--- src/rtl/rom_download_ctrl.sv ---
// MiSTer ioctl ROM download sequencer: splits the byte stream into 4 ROM regions and holds the core in reset until loaded.
// Optional feature macro: ROM_DL_CHECKSUM_EN (running 16-bit byte sum of accepted bytes).
module rom_download_ctrl #(
  parameter int unsigned AW          = 16,
  parameter int unsigned RELEASE_CYC = 16
) (
  input  logic          clk,
  input  logic          reset,
  input  logic          dl_active,
  input  logic          dl_wr,
  input  logic [AW+2:0] dl_addr,
  input  logic [7:0]    dl_data,
  output logic [AW-1:0] load_addr,
  output logic [7:0]    load_data,
  output logic [3:0]    load_we,
  output logic          sys_hold,
  output logic          dl_done,
  output logic          dl_err,
  output logic [15:0]   checksum
);

  localparam int unsigned CNT_W = 8;
  localparam int unsigned RGN_W = 3;
  localparam int unsigned WE_W  = 4;
  localparam int unsigned SUM_W = 16;

  typedef enum logic [1:0] {IDLE, LOAD, SETTLE} state_t;

  state_t             state, state_n;
  logic [CNT_W-1:0]   cnt, cnt_n;
  logic               hold_n, done_n, err_n;
  logic [WE_W-1:0]    we_n;
  logic [AW-1:0]      addr_n;
  logic [7:0]         data_n;
  logic [RGN_W-1:0]   region;
  logic               accept;
  logic               in_range;
  logic               enter_load;

  assign region   = dl_addr[AW+2:AW];
  assign accept   = (state == LOAD) && dl_wr;
  assign in_range = !region[RGN_W-1];

  // Sequencing: a re-rise of dl_active during SETTLE wins over the final count.
  always_comb begin
    state_n = state;
    cnt_n   = cnt;
    hold_n  = sys_hold;
    done_n  = 1'b0;
    case (state)
      IDLE: begin
        if (dl_active) begin
          state_n = LOAD;
          hold_n  = 1'b1;
        end
      end
      LOAD: begin
        hold_n = 1'b1;
        if (!dl_active) begin
          state_n = SETTLE;
          cnt_n   = CNT_W'(RELEASE_CYC);
        end
      end
      SETTLE: begin
        hold_n = 1'b1;
        if (dl_active) begin
          state_n = LOAD;
        end else if (cnt == CNT_W'(1)) begin
          state_n = IDLE;
          hold_n  = 1'b0;
          done_n  = 1'b1;
          cnt_n   = '0;
        end else begin
          cnt_n = cnt - CNT_W'(1);
        end
      end
      default: begin
        state_n = IDLE;
        hold_n  = 1'b1;
      end
    endcase
  end

  assign enter_load = (state != LOAD) && (state_n == LOAD);

  // Byte path: out-of-range bytes only flag the error, ROM address/data stay put.
  always_comb begin
    we_n   = '0;
    addr_n = load_addr;
    data_n = load_data;
    err_n  = dl_err;
    if (enter_load) begin
      err_n = 1'b0;
    end
    if (accept) begin
      if (in_range) begin
        we_n   = WE_W'(1) << region[1:0];
        addr_n = dl_addr[AW-1:0];
        data_n = dl_data;
      end else begin
        err_n = 1'b1;
      end
    end
  end

  always_ff @(posedge clk) begin
    if (reset) begin
      state     <= IDLE;
      cnt       <= '0;
      sys_hold  <= 1'b1;
      dl_done   <= 1'b0;
      dl_err    <= 1'b0;
      load_we   <= '0;
      load_addr <= '0;
      load_data <= '0;
    end else begin
      state     <= state_n;
      cnt       <= cnt_n;
      sys_hold  <= hold_n;
      dl_done   <= done_n;
      dl_err    <= err_n;
      load_we   <= we_n;
      load_addr <= addr_n;
      load_data <= data_n;
    end
  end

`ifdef ROM_DL_CHECKSUM_EN
  logic [SUM_W-1:0] sum_q, sum_n;

  always_comb begin
    sum_n = sum_q;
    if (enter_load) begin
      sum_n = '0;
    end
    if (accept && in_range) begin
      sum_n = sum_q + SUM_W'(dl_data);
    end
  end

  always_ff @(posedge clk) begin
    if (reset) begin
      sum_q <= '0;
    end else begin
      sum_q <= sum_n;
    end
  end

  assign checksum = sum_q;
`else
  assign checksum = SUM_W'(0);
`endif

endmodule

--- config.mk ---
export PLATFORM = sky130hd
export DESIGN_NAME = rom_download_ctrl
export DESIGN_NICKNAME = d
export VERILOG_FILES = /design/src/rtl/rom_download_ctrl.sv
export SDC_FILE = /design/constraint.sdc
export NUM_CORES = 1
export LEC_CHECK = 0
export ABC_AREA = 1
export CAP_MARGIN = 20
export CORE_MARGIN = 8
export CORE_UTILIZATION = 30
export CTS_CLUSTER_SIZE = 40
export DETAILED_ROUTE_END_ITERATION = 8
export PLACE_DENSITY_LB_ADDON = 0.25
export SYNTH_ARGS = -nofsm -noshare
export SYNTH_HDL_FRONTEND = slang
export SYNTH_SLANG_ARGS = --single-unit
--- constraint.sdc ---
create_clock -name clk -period 2.25 [get_ports clk]
set_input_delay 0.5625 -clock clk [delete_from_list [all_inputs] [get_ports clk]]
set_output_delay 0.5625 -clock clk [all_outputs]
set_load 0.01 [all_outputs]
==> metrics.txt, run 1 <==
clock sink count=41; Met2 Routed Length=~1800 um; largest family of logic cells by synthesized area=simple AND/OR/NAND/NOR gates; Final Skew=0.0117 ns; die extent in y=roughly 95 um; Compound-Gate Fraction of Synth Area=between 10% and 20%; drt wl/cell=around 12 um; ANT nets after route=0; wl on met1=around 1900 um; Period Utilization, post-route=between 70% and 80%; pwr dens=a little under 600 nW/um^2; TritonCTS clock tree=built; HPWL reported at the end of detailed placement=between 3000 and 4000 um; Mapped Area=~1900 um^2; clock transition at the registers of the reported paths=around 0.08 ns; HP Start=cnt[7]; Die X=94.8 um; Post-CTS Repair Setup Buffers=0; DR vias=around 1500; initial antenna violation count=0; worst min path class=reg -> reg; Slowest-stage cell, CP=clkdlybuf4s50_1; Yosys reg bits=41; # fillers=~650; R2R cell count=7; yosys warns=0; RePlAce Congestion=between 0.8 and 0.9; worst hold path depth=2; Post-Layout Inst Area=between 2000 and 3000 um^2; Post-Synth XOR/XNOR Area=less than 1%; Seq/Total Area, Yosys=44.1%; total grt overflow=0; # rows=28; Clock Path Buffers=2; synth top area cells=dfxtp_1 (44%), nor2_1 (8.3%), nor2_2 (7.7%); Final Hold Fails=0; # IOs=78; post-synth cell types=34; die area=8990 um^2; CP delay by family, top=buffers and inverters; max layer used=met4; first-pass GRT wire length=between 7000 and 8000 um; Post-Synthesis Cells=228; r2r endpoint=load_data[3]; crit-path max FO=2; CP Capture Type=output pin; crit start category=register; Avg Cell Area, Syn=slightly above 8 um^2; WP data required=~1.7 ns; final worst path period need=1.76 ns; Post-DP Area=2470 um^2; post-synthesis adder-cell area fraction=between 1 and 1.5%; routed wire length=around 4400 um; hold_ws=slightly below 0.5 ns; cell taking the most area after synthesis=dfxtp_1; most frequent cells in the layout=clkdlybuf4s50_1 (61), nor2_1 (41), dfxtp_1 (41); Max Fclk=between 500 and 600 MHz; Clock H-tree levels=2; DR WL met3=about 570 um; Crit Path Class=reg -> out; Buf/Inv on CP=1; GRT Overall Usage=10.3%; Post-Route Setup TNS=0 ns; layout cells sized above 1=15.1%; unrepaired setup endpoints after global routing=no; First-pass DRT Iterations=4; status=complete, no violations; multiplexer share of the synthesized area=0%; Pleak=0.00106 uW; most common cell after layout, fill and taps aside=clkdlybuf4s50_1; DRT iter0 DRCs=32; Clk Tree Root Cell=clkbuf_8; maxcap violations=0; Hold EP=cnt[7]; initial core utilization=a little under a third; hold_buf cts=0; synth-to-layout area growth=37.3%; DR DRC count=0; # port buffers=61; worst vdd ir=around 320 uV; CP arrival=between 1 and 1.5 ns; simple logic cell fraction of the synthesized area=between 20% and 30%; Pins Over Slew Limit=0; worst r2r src=state[0]; Nets=324; Crit path largest cell delay=about 0.56 ns; flop-to-flop setup slack=~0.9 ns; top cell type's share of synthesized area=~44%; cells along the critical path=clkdlybuf4s50_1; post-layout util=a little over two fifths; final setup fails=0; Clk Latency, worst-skew pair=roughly 0.30 ns; post-CTS resize count=0; routed vias/inst=around 4.2; vias in the first global route=between 1500 and 2000; total CTS buffers=5; largest net degree at the start of global routing=29; Core Region=between 5000 and 6000 um^2; ANT cells=0
per-layer routing:
metal / GRT usage, % / vias to the layer above
li1: - / 813
met1: 12.0 / 674
met2: 14.9 / 56
met3: 6.51 / 6
met4: 3.51 / 0
met5: 0 / -
state kept, by name (all words and copies together), names as in the netlist:
| register | flops |
|---|---|
| load_addr | 16 |
| load_we | 4 |
| dl_done | 1 |
| sys_hold | 1 |
| load_data | 8 |
| dl_err | 1 |
| cnt | 8 |
| state | 2 |
cell usage after synthesis, drive strengths merged:
library cell / n
nand4: 2
o211ai: 1
clkinv: 1
inv: 18
nand3: 9
dfxtp: 41
nor2: 67
o21ai: 27
conb: 1
nor3: 1
a211oi: 1
buf: 21
clkbuf: 2
ha: 2
nor4: 1
o22ai: 1
a21oi: 7
nand2: 21
xor2: 2
nand3b: 2
per-stage QoR:
step                      total power [uW]  std cells  worst slack (ns)
after global placement                 999        359             0.465
final                                 1480        366             0.487
after detailed placement              1000        359             0.450
after floorplan                        910        243             0.827
after global routing                  1560        366             0.420
after CTS                             1500        366             0.469
layout make-up:
class                           instances  area [um^2]  share of cell area, %
Clock buffer                            6         82.6                   3.23
Clock inverter                          1         7.51                  0.293
Inverter                               19         76.3                   2.98
Multi-Input combinational cell        160          832                   32.5
Sequential cell                        41          821                   32.1
Tap cell                               75         93.8                   3.67
Timing Repair Buffer                   64          646                   25.2
how the worst max path moves through the flow:
stage,cells past startpoint,from,end
6_report,1,load_addr[5],load_addr[5]
2_1_floorplan,5,reset,load_data[4]
5_1_grt,1,load_addr[8],load_addr[8]
3_5_place_dp,6,dl_wr,load_data[3]
4_1_cts,1,load_addr[5],load_addr[5]
3_3_place_gp,6,dl_wr,load_we[2]
kinds of logic after synthesis:
family                     Yosys count
buffers and inverters               42
AOI/OAI and AO/OA                   37
xor gates and xnor gates             2
DFF                                 41
other                                1
adders and majority gates            2
and+or+nand+nor                    103
power breakdown:
| part | internal (uW) | leakage [uW] | switching (uW) | total, uW |
|---|---|---|---|---|
| Clock | 243 | 0.0000433 | 253 | 495 |
| Combinational | 109 | 0.000687 | 109 | 218 |
| Sequential | 749 | 0.000333 | 16.1 | 765 |
(Power assumes the default switching activity.)
==> run 2, diff against run 1 <==
- clock period: 2.25 -> 1.75 ns (I/O delays scaled with it)
==> metrics.txt, run 2 (same netlist as run 1, synthesis figures left out) <==
Post-CTS Repair Setup Buffers=0; total grt overflow=0; clock transition at the registers of the reported paths=around 0.08 ns; Final Skew=between 0.005 and 0.006 ns; Die X=around 95 um; ANT cells=0; area occupied by registers=around 820 um^2; largest registers=load_addr x16, cnt x8, load_data x8; most common cell after layout, fill and taps aside=clkdlybuf4s50_1; die extent in y=around 95 um; hold_ws=about 0.49 ns; most frequent cells in the layout=clkdlybuf4s50_1 (61), nor2_1 (41), dfxtp_1 (41); # port buffers=61; Core Region=approximately 6000 um^2; Post-Route Setup TNS=0 ns; max reg flops=16; First-pass DRT Iterations=4; ANT nets after route=0; synth-to-layout area growth=39.8%; Clock H-tree levels=2; first-pass GRT wire length=roughly 7500 um; worst vdd ir=about 370 uV; Nets=around 330; Clk Latency, worst-skew pair=approximately 0.29 ns; DRT iter0 DRCs=33; Max Fclk=around 600 MHz; worst hold path depth=2; CP delay by family, top=buffers and inverters; Clk Tree Root Cell=clkbuf_8; crit-path max FO=2; Crit Path Class=reg -> out; cells along the critical path=clkdlybuf4s50_1; initial antenna violation count=0; Biggest register=load_addr; clock sink count=41; Period Utilization, post-route=between 90% and 100%; status=complete, no violations; crit start category=register; CP Capture Type=output pin; # fillers=612; Crit path largest cell delay=0.57 ns; die area=between 8000 and 9000 um^2; hold_buf cts=0; Buf/Inv on CP=1; largest net degree at the start of global routing=29; # IOs=between 70 and 80; placed insts=360; R2R cell count=9; CP arrival=roughly 1.2 ns; # rows=28; drt wl/cell=between 10 and 15 um; pwr dens=around 800 nW/um^2; GRT Overall Usage=10.4%; Clock Path Buffers=2; final worst path period need=approximately 1.6 ns; Final Hold Fails=0; Pleak=0.00109 uW; post-CTS resize count=0; flop-to-flop setup slack=roughly 0.44 ns; RePlAce Congestion=about 0.80; DR vias=between 1500 and 2000; routed vias/inst=between 4 and 5; TritonCTS clock tree=built; Stages on worst setup path=1; routed wire length=4480 um; Multi-input gate area=~830 um^2; fin cells=between 300 and 400; WP data required=1.31 ns; initial core utilization=31.3%; final setup fails=0; worst min path class=reg -> reg; layout cells sized above 1=15.4%; DR DRC count=0; Slowest-stage cell, CP=clkdlybuf4s50_1; HPWL reported at the end of detailed placement=3360 um; vias in the first global route=1594; unrepaired setup endpoints after global routing=no; total CTS buffers=5; Pins Over Slew Limit=0; maxcap violations=0
## run 2: metrics by stage
step	cell area (um^2)	setup WS, ns	util [%]	power, uW
finish	2610	0.113	43.7	2060
global route	2610	0.0367	43.7	2170
CTS	2610	0.0845	43.7	2090
detailed placement	2490	0.0896	41.8	1290
global placement	2490	0.110	41.8	1290
floorplan	1920	0.452	-	1170
## run 2: power by group
group          internal [uW]  switching (uW)
Combinational            144             140
Clock                    465             326
Sequential               963            20.8
## run 2: area by class of cell
cell class	instances	share of cell area [%]
Multi-Input combinational cell	160	31.9
Sequential cell	41	31.5
Timing Repair Buffer	65	25.6
Tap cell	75	3.60
Clock buffer	7	3.31
Inverter	19	2.93
Clock inverter	1	1.15
## run 2: layer usage
metal	up-vias	wire length, um	GRT usage [%]
met4	0	61	3.90
met2	50	1880	15.2
met1	668	1970	12.1
met5	-	0	0
li1	816	-	-
met3	7	563	6.35
## run 2: path summary, 6_finish.rpt
| path | startpoint | to |
|---|---|---|
| setup reg to reg | cnt[1] | cnt[2] |
| hold reg to reg | cnt[7] | cnt[7] |
| hold / removal | cnt[7] | cnt[7] |
| setup / recovery | load_addr[2] | load_addr[2] |
==> run 3, diff against run 2 <==
- CAP_MARGIN: 20 -> unset
==> results of run 3 <==
Final layout, timing and power as in run 2 (identical DEF).
